**src/rtl/multicycle_control.sv**
```systemverilog
// Multi-cycle MIPS control unit: walks each instruction through
// FETCH/DECODE/EXEC/MEM/WB, stalls on the shared memory ready handshake
// (with an optional timeout into HALT), and counts retired instructions.
module multicycle_control #(
    parameter int ALU_OP_WIDTH = 2,
    parameter int CNT_WIDTH    = 32,
    parameter int MEM_TIMEOUT  = 0
) (
    input  logic                    clk,
    input  logic                    rst,
    input  logic [5:0]              opcode,
    input  logic                    mem_ready,
    output logic                    reg_wr_en,
    output logic                    reg_dest,
    output logic                    mem_wr_en,
    output logic                    mem_to_reg,
    output logic                    mem_read_en,
    output logic                    alu_in_sel,
    output logic                    jump_en,
    output logic                    branch_en,
    output logic [ALU_OP_WIDTH-1:0] alu_opcode,
    output logic                    ir_wr_en,
    output logic                    pc_inc_en,
    output logic                    illegal_op,
    output logic                    mem_fault,
    output logic                    halted,
    output logic [2:0]              state,
    output logic [CNT_WIDTH-1:0]    retired
);

    localparam logic [5:0] OP_RTYPE = 6'b000000;
    localparam logic [5:0] OP_J     = 6'b000010;
    localparam logic [5:0] OP_BEQ   = 6'b000100;
    localparam logic [5:0] OP_ADDI  = 6'b001000;
    localparam logic [5:0] OP_LW    = 6'b100011;
    localparam logic [5:0] OP_SW    = 6'b101011;
    localparam logic [5:0] OP_HALT  = 6'b111111;

    // Timeout compare value; only meaningful when the timeout is enabled.
    localparam logic [31:0] WAIT_LAST  = 32'(MEM_TIMEOUT - 1);
    localparam bit          TIMEOUT_EN = (MEM_TIMEOUT > 0);

    typedef enum logic [2:0] {
        S_FETCH  = 3'd0,
        S_DECODE = 3'd1,
        S_EXEC   = 3'd2,
        S_MEM    = 3'd3,
        S_WB     = 3'd4,
        S_HALT   = 3'd5
    } state_t;

    state_t                 state_q, state_d;
    logic [5:0]             op_q, op_d;
    logic [CNT_WIDTH-1:0]   retired_q;
    logic                   fault_q;
    logic [31:0]            wait_q, wait_d;
    logic                   retire;
    logic                   fault_set;
    logic                   timeout_hit;

    // Opcodes that continue into EXEC after DECODE.
    function automatic logic is_exec_op(input logic [5:0] op);
        return (op == OP_RTYPE) || (op == OP_ADDI) || (op == OP_LW) ||
               (op == OP_SW) || (op == OP_BEQ);
    endfunction

    function automatic logic is_legal_op(input logic [5:0] op);
        return is_exec_op(op) || (op == OP_J) || (op == OP_HALT);
    endfunction

    // The deadline cycle only faults if memory is still not ready (ready wins).
    assign timeout_hit = TIMEOUT_EN && !mem_ready && (wait_q == WAIT_LAST);

    // Next-state, opcode latch, retire and wait-counter decisions.
    always_comb begin
        state_d   = state_q;
        op_d      = op_q;
        retire    = 1'b0;
        fault_set = 1'b0;
        case (state_q)
            S_FETCH: begin
                if (mem_ready) begin
                    state_d = S_DECODE;
                end else if (timeout_hit) begin
                    state_d   = S_HALT;
                    fault_set = 1'b1;
                end
            end
            S_DECODE: begin
                op_d = opcode;
                if (opcode == OP_J) begin
                    state_d = S_FETCH;
                    retire  = 1'b1;
                end else if (opcode == OP_HALT) begin
                    state_d = S_HALT;
                    retire  = 1'b1;
                end else if (is_exec_op(opcode)) begin
                    state_d = S_EXEC;
                end else begin
                    // Undefined opcode is dropped without retiring.
                    state_d = S_FETCH;
                end
            end
            S_EXEC: begin
                case (op_q)
                    OP_BEQ: begin
                        state_d = S_FETCH;
                        retire  = 1'b1;
                    end
                    OP_LW, OP_SW:     state_d = S_MEM;
                    OP_RTYPE, OP_ADDI: state_d = S_WB;
                    default:          state_d = S_FETCH;
                endcase
            end
            S_MEM: begin
                if (mem_ready && (op_q == OP_LW)) begin
                    state_d = S_WB;
                end else if (mem_ready && (op_q == OP_SW)) begin
                    state_d = S_FETCH;
                    retire  = 1'b1;
                end else if (timeout_hit) begin
                    state_d   = S_HALT;
                    fault_set = 1'b1;
                end
            end
            S_WB: begin
                state_d = S_FETCH;
                retire  = 1'b1;
            end
            S_HALT:  state_d = S_HALT;
            default: state_d = S_FETCH;
        endcase

        // Counter runs only while a memory-facing state keeps stalling;
        // any entry into FETCH or MEM starts it from zero.
        if (((state_q == S_FETCH) || (state_q == S_MEM)) && (state_d == state_q)) begin
            wait_d = wait_q + 32'd1;
        end else begin
            wait_d = 32'd0;
        end
    end

    // Control state registers with synchronous reset.
    always_ff @(posedge clk) begin
        if (rst) begin
            state_q   <= S_FETCH;
            op_q      <= 6'd0;
            retired_q <= '0;
            fault_q   <= 1'b0;
            wait_q    <= 32'd0;
        end else begin
            state_q <= state_d;
            op_q    <= op_d;
            wait_q  <= wait_d;
            fault_q <= fault_q | fault_set;
            if (retire) begin
                retired_q <= retired_q + CNT_WIDTH'(1);
            end
        end
    end

    // Moore control decode; everything reads 0 while reset is held.
    always_comb begin
        reg_wr_en   = 1'b0;
        reg_dest    = 1'b0;
        mem_wr_en   = 1'b0;
        mem_to_reg  = 1'b0;
        mem_read_en = 1'b0;
        alu_in_sel  = 1'b0;
        jump_en     = 1'b0;
        branch_en   = 1'b0;
        alu_opcode  = '0;
        ir_wr_en    = 1'b0;
        pc_inc_en   = 1'b0;
        illegal_op  = 1'b0;
        halted      = 1'b0;
        if (!rst) begin
            case (state_q)
                S_FETCH: begin
                    mem_read_en = 1'b1;
                    ir_wr_en    = mem_ready;
                    pc_inc_en   = mem_ready;
                end
                S_DECODE: begin
                    // op_q is not loaded until this edge, so decode the live opcode.
                    jump_en    = (opcode == OP_J);
                    illegal_op = !is_legal_op(opcode);
                end
                S_EXEC: begin
                    if (op_q == OP_RTYPE) begin
                        alu_opcode = ALU_OP_WIDTH'(2);
                        alu_in_sel = 1'b0;
                    end else begin
                        alu_opcode = '0;
                        alu_in_sel = 1'b1;
                    end
                    branch_en = (op_q == OP_BEQ);
                end
                S_MEM: begin
                    alu_in_sel  = 1'b1;
                    mem_read_en = (op_q == OP_LW);
                    mem_wr_en   = (op_q == OP_SW);
                end
                S_WB: begin
                    reg_wr_en  = 1'b1;
                    reg_dest   = (op_q == OP_RTYPE);
                    mem_to_reg = (op_q == OP_LW);
                end
                S_HALT:  halted = 1'b1;
                default: ;
            endcase
        end
    end

    assign state     = rst ? 3'd0 : state_q;
    assign retired   = rst ? '0 : retired_q;
    assign mem_fault = !rst && fault_q;

endmodule

```
**config.mk**
```make
export PLATFORM = sky130hd
export DESIGN_NAME = multicycle_control
export DESIGN_NICKNAME = d
export VERILOG_FILES = /design/src/rtl/multicycle_control.sv
export SDC_FILE = /design/constraint.sdc
export NUM_CORES = 1
export LEC_CHECK = 0
export BUFFER_PORTS_ARGS = -buffer_cell sky130_fd_sc_hd__buf_4
export CAP_MARGIN = 20
export CORE_MARGIN = 3
export CORE_UTILIZATION = 40
export CTS_CLUSTER_DIAMETER = 30
export DETAILED_ROUTE_END_ITERATION = 8
export PLACE_DENSITY = 0.61
export SYNTH_ARGS = -nofsm -noshare
export SYNTH_HDL_FRONTEND = slang
export SYNTH_SLANG_ARGS = --single-unit
```
**constraint.sdc**
```tcl
create_clock -name clk -period 6.3 [get_ports clk]
set_input_delay 1.575 -clock clk [delete_from_list [all_inputs] [get_ports clk]]
set_output_delay 1.575 -clock clk [all_outputs]
set_load 0.05 [all_outputs]
```
==> results of run 1 <==
worst register-to-register path, cell delays in order, from the launching register on:
cell and delay, ps:
sky130_fd_sc_hd__dfxtp_1 560, sky130_fd_sc_hd__nor2b_1 350, sky130_fd_sc_hd__nor2b_1 680, sky130_fd_sc_hd__a311oi_4 170
sky130_fd_sc_hd__buf_4 320, sky130_fd_sc_hd__nor4b_1 440, sky130_fd_sc_hd__mux2_2 370
logic make-up after synthesis:
kind of cell               after synthesis  synth area share (%)
AOI/OAI and AO/OA                       71                  18.0
DFF                                     41                  32.5
buffers and inverters                   31                  5.90
xor gates and xnor gates                 1                 0.347
muxes                                    9                  3.72
and+or+nand+nor                        169                  38.8
other                                    1                 0.149
adders and majority gates                1                 0.496
layer usage:
| layer | vias to the layer above | routed length [um] |
|---|---|---|
| li1 | 1259 | - |
| met1 | 1143 | 3030 |
| met2 | 47 | 2770 |
| met3 | 5 | 250 |
| met4 | 0 | 64 |
| met5 | - | 0 |
cells in the mapped netlist (2+ instances only):
library cell and count:
sky130_fd_sc_hd__or3_1 15, sky130_fd_sc_hd__and3_1 6, sky130_fd_sc_hd__buf_1 4, sky130_fd_sc_hd__nor2b_1 36, sky130_fd_sc_hd__a2111oi_0 2, sky130_fd_sc_hd__mux2i_1 6
sky130_fd_sc_hd__or4_1 12, sky130_fd_sc_hd__nor4_1 4, sky130_fd_sc_hd__or4b_1 2, sky130_fd_sc_hd__nand3_1 16, sky130_fd_sc_hd__o31ai_1 11, sky130_fd_sc_hd__dfxtp_1 41
sky130_fd_sc_hd__clkbuf_1 11, sky130_fd_sc_hd__nand2_1 15, sky130_fd_sc_hd__buf_6 2, sky130_fd_sc_hd__nand4_1 12, sky130_fd_sc_hd__nor2_1 24, sky130_fd_sc_hd__o21bai_1 2
sky130_fd_sc_hd__nor3_1 9, sky130_fd_sc_hd__inv_1 6, sky130_fd_sc_hd__nor3b_1 3, sky130_fd_sc_hd__buf_4 3, sky130_fd_sc_hd__and2_0 2, sky130_fd_sc_hd__buf_2 5
sky130_fd_sc_hd__mux2_2 3, sky130_fd_sc_hd__a21oi_1 30, sky130_fd_sc_hd__and2_1 4, sky130_fd_sc_hd__o21ai_0 18
worst paths after layout:
| path | slack, ps | cells after the start | end |
|---|---|---|---|
| max | 1870 | 5 | reg_dest |
| min | 490 | 2 | retired_q[31]$_SDFFE_PP0P_ |
| max reg2reg | 3310 | 6 | retired_q[17]$_SDFFE_PP0P_ |
| min reg2reg | 490 | 2 | retired_q[31]$_SDFFE_PP0P_ |
sequential cells by signal (all words and copies together) (netlist names):
signal and cells:
op_q 6, retired_q 32, state_q 3
report_power, final:
group	switching [mW]	leakage, nW	internal (mW)
logic	0.0387	0.683	0.0199
clock network	0.0892	0.0395	0.0789
registers	0.00654	0.331	0.263
layout make-up:
cell class / count / area [um^2]
fill: 616 / 3020
multi-input combinational: 253 / 1560
sequential: 41 / 821
timing repair buffer: 57 / 428
tap: 75 / 93.8
clock buffer: 8 / 80.1
inverter: 6 / 22.5
per-stage QoR:
stage	hold slack, ps	utilization [%]	power [mW]	area [um^2]
3_5_place_dp	477	48.5	0.334	2920
4_1_cts	491	49.8	0.502	3000
2_1_floorplan	447	-	0.320	2530
3_3_place_gp	479	48.5	0.334	2920
5_1_grt	526	49.8	0.518	3000
6_report	490	49.8	0.496	3000
==> metrics.txt, run 1 <==
# TYPE chip_impl_metric gauge
chip_impl_metric{name="clock_pin_slew_on_the_worst_setup_and_hold_paths",unit="ps"} 80
chip_impl_info{name="cts_tree",value="done"} 1
chip_impl_info{name="r2r_start",value="state_q[0]$_SDFFE_PP0P_"} 1
chip_impl_info{name="dominantRegCellSynth",value="sky130_fd_sc_hd__dfxtp_1"} 1
chip_impl_metric{name="design.die.area",unit="um^2"} 7290
chip_impl_metric{name="worst-path-buf-inv",unit=""} 2
chip_impl_metric{name="synth_enable_flop_cells",unit=""} 0
chip_impl_info{name="setup.worst_path.class",value="primary input to output pin"} 1
chip_impl_info{name="critical_path.top_delay_family",value="buffers and inverters"} 1
chip_impl_info{name="critical_path.startpoint",value="rst"} 1
chip_impl_info{name="crit_path_start_kind",value="primary input"} 1
chip_impl_metric{name="number_of_global_route_vias_before_repair",unit=""} 2134
chip_impl_metric{name="grtUsageMet2",unit="%"} 27.1
chip_impl_metric{name="cts.hold.buffers_added",unit=""} 0
chip_impl_metric{name="post_route_cells_drive_above_1_share",unit="%"} 19.5
chip_impl_metric{name="wire_length_of_the_first_global_routing_pass",unit="mm"} 9.95
chip_impl_metric{name="postCtsSetupRepairBufs",unit=""} 0
chip_impl_metric{name="fin_crit",unit="ps"} 4430
chip_impl_metric{name="die_w",unit="um"} 85.4
chip_impl_metric{name="grt_usage",unit="%"} 16.3
chip_impl_metric{name="syn_area_per_cell",unit="um^2"} 7.79
chip_impl_metric{name="finalSetupViolCount",unit=""} 0
chip_impl_metric{name="synthCells",unit=""} 324
chip_impl_info{name="outcome",value="finished, final reports clean"} 1
chip_impl_metric{name="routed_via_density",unit=""} 5.58
chip_impl_metric{name="post-route-drc-count",unit=""} 0
chip_impl_metric{name="finish.net_count",unit=""} 374
chip_impl_info{name="synth_top_cell_by_area",value="sky130_fd_sc_hd__dfxtp_1"} 1
chip_impl_metric{name="drv_slew",unit=""} 0
chip_impl_metric{name="power_leakage",unit="nW"} 1.05
chip_impl_metric{name="design.core.area",unit="um^2"} 6030
chip_impl_metric{name="finalWeightedCongestion",unit=""} 0.827
chip_impl_metric{name="total_clock_buffers_created_by_cts",unit=""} 5
chip_impl_metric{name="drt-wirelength-per-cell",unit="um"} 13.9
chip_impl_metric{name="initial_utilization",unit="%"} 41.9
chip_impl_metric{name="drt_first_pass_iters",unit=""} 4
chip_impl_metric{name="grt_antenna_before_repair",unit=""} 0
chip_impl_metric{name="post-route-period-util",unit="%"} 70.3
chip_impl_info{name="slowest_stage",value="sky130_fd_sc_hd__buf_4"} 1
chip_impl_info{name="netlist_top_cells_area",value="sky130_fd_sc_hd__dfxtp_1 33%, sky130_fd_sc_hd__nor2b_1 8.9%, sky130_fd_sc_hd__a21oi_1 6.0%"} 1
chip_impl_metric{name="fin_worst_skew",unit="ps"} 2.84
chip_impl_metric{name="fin_hold_viols",unit=""} 0
chip_impl_metric{name="use_met3",unit="%"} 2.43
chip_impl_info{name="cts_root_buffer",value="sky130_fd_sc_hd__clkbuf_8"} 1
chip_impl_metric{name="timing.max_cap.violations",unit=""} 0
chip_impl_metric{name="routed_wirelength",unit="mm"} 6.12
chip_impl_metric{name="largest_net_degree_at_the_start_of_global_routing",unit=""} 80
chip_impl_info{name="worst_path_most_repeated_cell",value="sky130_fd_sc_hd__buf_4"} 1
chip_impl_metric{name="postCtsResizedCells",unit=""} 0
chip_impl_metric{name="met1_track_demand_over_resource",unit="%"} 21.7
chip_impl_metric{name="area_delta_synth_final",unit="%"} 19.0
chip_impl_metric{name="n_antenna_cell",unit=""} 0
chip_impl_metric{name="slew_headroom",unit="%"} 48.6
chip_impl_metric{name="yosys_warnings",unit=""} 0
chip_impl_metric{name="vias",unit=""} 2454
chip_impl_metric{name="critical_path_peak_fanout",unit=""} 79
chip_impl_metric{name="post_synthesis_cell_area",unit="um^2"} 2520
chip_impl_info{name="most_frequent_standard_cell_in_the_layout_excluding_fill_and_tap_cells",value="sky130_fd_sc_hd__buf_4"} 1
chip_impl_info{name="min_path_type",value="flop to flop"} 1
chip_impl_info{name="grt.busiest_layer",value="met2"} 1
chip_impl_info{name="worst_hold_startpoint",value="retired_q[31]$_SDFFE_PP0P_"} 1
chip_impl_metric{name="first_drt_iteration_drcs",unit=""} 116
chip_impl_metric{name="post_synth_num_cell_types",unit=""} 48
chip_impl_metric{name="insertion_delay_to_the_later_sink_of_the_worst_skew_pair",unit="ps"} 290
chip_impl_metric{name="tightestPinTransition",unit="ps"} 770
chip_impl_metric{name="synth_top_area_share",unit="%"} 32.5
chip_impl_metric{name="h-tree-depth",unit=""} 2
chip_impl_metric{name="finalWorstSetupSlack",unit="ps"} 1870
chip_impl_metric{name="num_rows",unit=""} 28
chip_impl_metric{name="final_antenna_net_count",unit=""} 0
chip_impl_metric{name="io_buffers",unit=""} 56
chip_impl_info{name="most-common-layout-cells",value="57 x sky130_fd_sc_hd__buf_4, 41 x sky130_fd_sc_hd__dfxtp_1, 36 x sky130_fd_sc_hd__nor2b_1, 30 x sky130_fd_sc_hd__a21oi_1, 24 x sky130_fd_sc_hd__nor2_1"} 1
chip_impl_info{name="timing.critical_path.cells",value="buf_4 > nor2b_1 > and2_1 > and3_1 > buf_4"} 1
chip_impl_metric{name="chipHeight",unit="um"} 85.4
chip_impl_metric{name="power.density_cell_area",unit="nW/um^2"} 165
chip_impl_metric{name="post-dp-hpwl",unit="mm"} 4.16
chip_impl_metric{name="timing.critical_path.slowest_cell_delay",unit="ps"} 570
chip_impl_metric{name="vdd_ir_drop_max",unit="uV"} 100
chip_impl_metric{name="numPlacedInstances",unit=""} 432
chip_impl_metric{name="synthArstFlopShare",unit="%"} 0
chip_impl_metric{name="final_cell_count_without_fillers",unit=""} 440
chip_impl_metric{name="cts-root-to-sink-buffers",unit=""} 2
chip_impl_info{name="timing.critical_path.to_type",value="output pin"} 1
chip_impl_metric{name="data_arrival_time_at_the_worst_slack_endpoint",unit="ps"} 2860
chip_impl_metric{name="timing.fmax",unit="MHz"} 226
chip_impl_metric{name="pre_cts_ws",unit="ps"} 1840
chip_impl_metric{name="design.portCount",unit=""} 59
chip_impl_info{name="grt_setup_unrepaired",value="no"} 1
chip_impl_metric{name="synth_sequential_area_ratio",unit="%"} 32.5
chip_impl_metric{name="cp.required",unit="ps"} 4720
chip_impl_metric{name="setup_total_negative_slack",unit="ps"} 0
chip_impl_metric{name="postSynthRegisterBits",unit=""} 41
chip_impl_metric{name="clock_sink_count",unit=""} 41
chip_impl_metric{name="overflow",unit=""} 0
Power figures use the tool's default switching activity.
==> inputs of run 2 (changes only) <==
--- a/config.mk
+++ b/config.mk
@@ -11,7 +11,7 @@
 export CORE_UTILIZATION = 40
 export CTS_CLUSTER_DIAMETER = 30
 export DETAILED_ROUTE_END_ITERATION = 8
-export PLACE_DENSITY = 0.61
+export PLACE_DENSITY = 0.64
 export SYNTH_ARGS = -nofsm -noshare
 export SYNTH_HDL_FRONTEND = slang
 export SYNTH_SLANG_ARGS = --single-unit
==> constraint.sdc (replaced) <==
create_clock -name clk -period 4 [get_ports clk]
set_input_delay 1 -clock clk [delete_from_list [all_inputs] [get_ports clk]]
set_output_delay 1 -clock clk [all_outputs]
set_load 0.05 [all_outputs]
==> metrics.txt, run 2 (synthesis results as in run 1) <==
# TYPE chip_impl_metric gauge
chip_impl_info{name="outcome",value="finished, final reports clean"} 1
chip_impl_metric{name="drt_first_pass_iters",unit=""} 4
chip_impl_metric{name="power.density_cell_area",unit="nW/um^2"} 268
chip_impl_metric{name="drt-wirelength-per-cell",unit="um"} 13.8
chip_impl_metric{name="timing.max_cap.violations",unit=""} 0
chip_impl_info{name="largest_register",value="retired_q"} 1
chip_impl_info{name="reg_top3",value="retired_q (32), op_q (6), state_q (3)"} 1
chip_impl_info{name="min_path_type",value="flop to flop"} 1
chip_impl_metric{name="chipHeight",unit="um"} 85.4
chip_impl_metric{name="cp.required",unit="ps"} 3000
chip_impl_metric{name="postCtsResizedCells",unit=""} 0
chip_impl_info{name="r2r-end",value="retired_q[17]$_SDFFE_PP0P_"} 1
chip_impl_metric{name="reg2reg_depth",unit=""} 6
chip_impl_metric{name="vdd_ir_drop_max",unit="uV"} 124
chip_impl_metric{name="initial_utilization",unit="%"} 41.9
chip_impl_metric{name="clock_pin_slew_on_the_worst_setup_and_hold_paths",unit="ps"} 80
chip_impl_metric{name="final_antenna_net_count",unit=""} 0
chip_impl_info{name="grt_setup_unrepaired",value="no"} 1
chip_impl_metric{name="fin_hold_viols",unit=""} 0
chip_impl_metric{name="power_leakage",unit="nW"} 1.08
chip_impl_metric{name="critical_path_depth",unit=""} 5
chip_impl_metric{name="largest_net_degree_at_the_start_of_global_routing",unit=""} 61
chip_impl_metric{name="area_delta_synth_final",unit="%"} 21.1
chip_impl_info{name="r2r_start",value="state_q[0]$_SDFFE_PP0P_"} 1
chip_impl_metric{name="numPlacedInstances",unit=""} 435
chip_impl_metric{name="finalWorstSetupSlack",unit="ps"} 522
chip_impl_info{name="timing.critical_path.to_type",value="output pin"} 1
chip_impl_info{name="crit_path_start_kind",value="flop"} 1
chip_impl_metric{name="post-dp-hpwl",unit="mm"} 4.33
chip_impl_info{name="slowest_stage",value="sky130_fd_sc_hd__nor2b_1"} 1
chip_impl_info{name="cts_tree",value="done"} 1
chip_impl_metric{name="routed_wirelength",unit="mm"} 6.12
chip_impl_metric{name="routed_via_density",unit=""} 5.59
chip_impl_metric{name="vias",unit=""} 2475
chip_impl_metric{name="routed_met1_length",unit="mm"} 3.00
chip_impl_metric{name="finalCoreUtilization",unit="%"} 50.7
chip_impl_metric{name="post-route-drc-count",unit=""} 0
chip_impl_metric{name="overflow",unit=""} 0
chip_impl_info{name="most_frequent_standard_cell_in_the_layout_excluding_fill_and_tap_cells",value="sky130_fd_sc_hd__buf_4"} 1
chip_impl_metric{name="data_arrival_time_at_the_worst_slack_endpoint",unit="ps"} 2480
chip_impl_metric{name="final_cell_area",unit="um^2"} 3050
chip_impl_metric{name="tightestPinTransition",unit="ps"} 924
chip_impl_metric{name="finalSetupViolCount",unit=""} 0
chip_impl_metric{name="total_clock_buffers_created_by_cts",unit=""} 5
chip_impl_metric{name="dpl_cell_area",unit="um^2"} 2950
chip_impl_info{name="worst_path_most_repeated_cell",value="sky130_fd_sc_hd__nor2b_1"} 1
chip_impl_metric{name="grt_antenna_before_repair",unit=""} 0
chip_impl_metric{name="grt_usage",unit="%"} 16.9
chip_impl_metric{name="fin_worst_skew",unit="ps"} 4.52
chip_impl_info{name="uppermost_signal_routing_layer_after_detailed_routing",value="met4"} 1
chip_impl_metric{name="die_w",unit="um"} 85.4
chip_impl_metric{name="largest_register_ff_count",unit=""} 32
chip_impl_metric{name="timing.fmax",unit="MHz"} 288
chip_impl_metric{name="pre_cts_ws",unit="ps"} 713
chip_impl_metric{name="drv_slew",unit=""} 0
chip_impl_metric{name="insertion_delay_to_the_later_sink_of_the_worst_skew_pair",unit="ps"} 290
chip_impl_metric{name="clock_sink_count",unit=""} 41
chip_impl_info{name="setup.worst_path.class",value="flop to output pin"} 1
chip_impl_metric{name="cts-root-to-sink-buffers",unit=""} 2
chip_impl_info{name="timing.critical_path.to",value="jump_en"} 1
chip_impl_metric{name="fin_crit",unit="ps"} 3480
chip_impl_metric{name="io_buffers",unit=""} 56
chip_impl_metric{name="finalWeightedCongestion",unit=""} 0.782
chip_impl_metric{name="design.portCount",unit=""} 59
chip_impl_metric{name="critical_path_peak_fanout",unit=""} 13
chip_impl_metric{name="post-route-period-util",unit="%"} 86.9
chip_impl_info{name="cts_root_buffer",value="sky130_fd_sc_hd__clkbuf_8"} 1
chip_impl_metric{name="wire_length_of_the_first_global_routing_pass",unit="mm"} 10.2
chip_impl_metric{name="slew_headroom",unit="%"} 38.4
chip_impl_info{name="critical_path.top_delay_family",value="simple AND/OR/NAND/NOR gates"} 1
chip_impl_metric{name="post_route_cells_drive_above_1_share",unit="%"} 21.2
chip_impl_info{name="timing.critical_path.cells",value="nor2b_1 > nor2b_1 > nand2_1 > nor4_2 > buf_4"} 1
chip_impl_metric{name="design.core.area",unit="um^2"} 6030
chip_impl_metric{name="wl_met2",unit="mm"} 2.76
chip_impl_info{name="most-common-layout-cells",value="60 x sky130_fd_sc_hd__buf_4, 41 x sky130_fd_sc_hd__dfxtp_1, 36 x sky130_fd_sc_hd__nor2b_1, 30 x sky130_fd_sc_hd__a21oi_1, 24 x sky130_fd_sc_hd__nor2_1"} 1
chip_impl_info{name="critical_path.startpoint",value="state_q[0]$_SDFFE_PP0P_"} 1
chip_impl_metric{name="design.die.area",unit="um^2"} 7290
chip_impl_metric{name="h-tree-depth",unit=""} 2
chip_impl_metric{name="timing.critical_path.slowest_cell_delay",unit="ps"} 680
chip_impl_metric{name="n_antenna_cell",unit=""} 0
chip_impl_metric{name="final_cell_count_without_fillers",unit=""} 443
chip_impl_metric{name="finish.net_count",unit=""} 377
chip_impl_metric{name="postCtsSetupRepairBufs",unit=""} 0
chip_impl_metric{name="cts.hold.buffers_added",unit=""} 0
chip_impl_metric{name="first_drt_iteration_drcs",unit=""} 127
chip_impl_metric{name="worst-path-buf-inv",unit=""} 1
chip_impl_metric{name="final.hold.worst_slack",unit="ps"} 488
chip_impl_metric{name="number_of_global_route_vias_before_repair",unit=""} 2162
chip_impl_metric{name="met3RoutedLength",unit="um"} 302
chip_impl_metric{name="setup.reg_to_reg.worst_slack",unit="ps"} 870
chip_impl_metric{name="num_rows",unit=""} 28
==> run 2: report_power, final <==
part	internal (mW)	switching, mW
Combinational	0.0323	0.0614
Clock	0.156	0.145
Sequential	0.414	0.0109
Total	0.602	0.217
==> run 2: area by class of cell <==
type	count	area (um^2)
multi-input cells	253	1570
clock inverters	1	5.00
flip-flops and latches	41	821
fillers	593	2970
well taps	75	93.8
clock buffers	7	96.3
repair buffers	60	450
inverters	6	22.5
==> run 2: per-stage QoR <==
stage               total power, mW  TNS (ps)
floorplan                     0.504     -92.9
global placement              0.527         0
detailed placement            0.527         0
CTS                           0.831         0
global route                  0.853         0
finish                        0.819         0
==> run 2: worst min path at each step <==
stage                          startpoint                         end  depth (start not counted)
3_5_place_dp   retired_q[31]$_SDFFE_PP0P_  retired_q[31]$_SDFFE_PP0P_                          2
4_1_cts        retired_q[31]$_SDFFE_PP0P_  retired_q[31]$_SDFFE_PP0P_                          2
3_3_place_gp   retired_q[31]$_SDFFE_PP0P_  retired_q[31]$_SDFFE_PP0P_                          2
6_report       retired_q[31]$_SDFFE_PP0P_  retired_q[31]$_SDFFE_PP0P_                          2
2_1_floorplan  retired_q[31]$_SDFFE_PP0P_  retired_q[31]$_SDFFE_PP0P_                          2
5_1_grt        retired_q[31]$_SDFFE_PP0P_  retired_q[31]$_SDFFE_PP0P_                          2
==> run 2: layer usage <==
metal  up-vias  GRT usage (%)
met5         -              0
met1      1147           23.6
li1       1266              -
met4         0           5.61
met2        55           26.6
met3         7           2.52
==> run 2: tightest hold or removal path, cell delays in order (launching register included) <==
cell and delay (ps):
sky130_fd_sc_hd__dfxtp_1 330, sky130_fd_sc_hd__o31ai_1 70, sky130_fd_sc_hd__a21oi_1 60
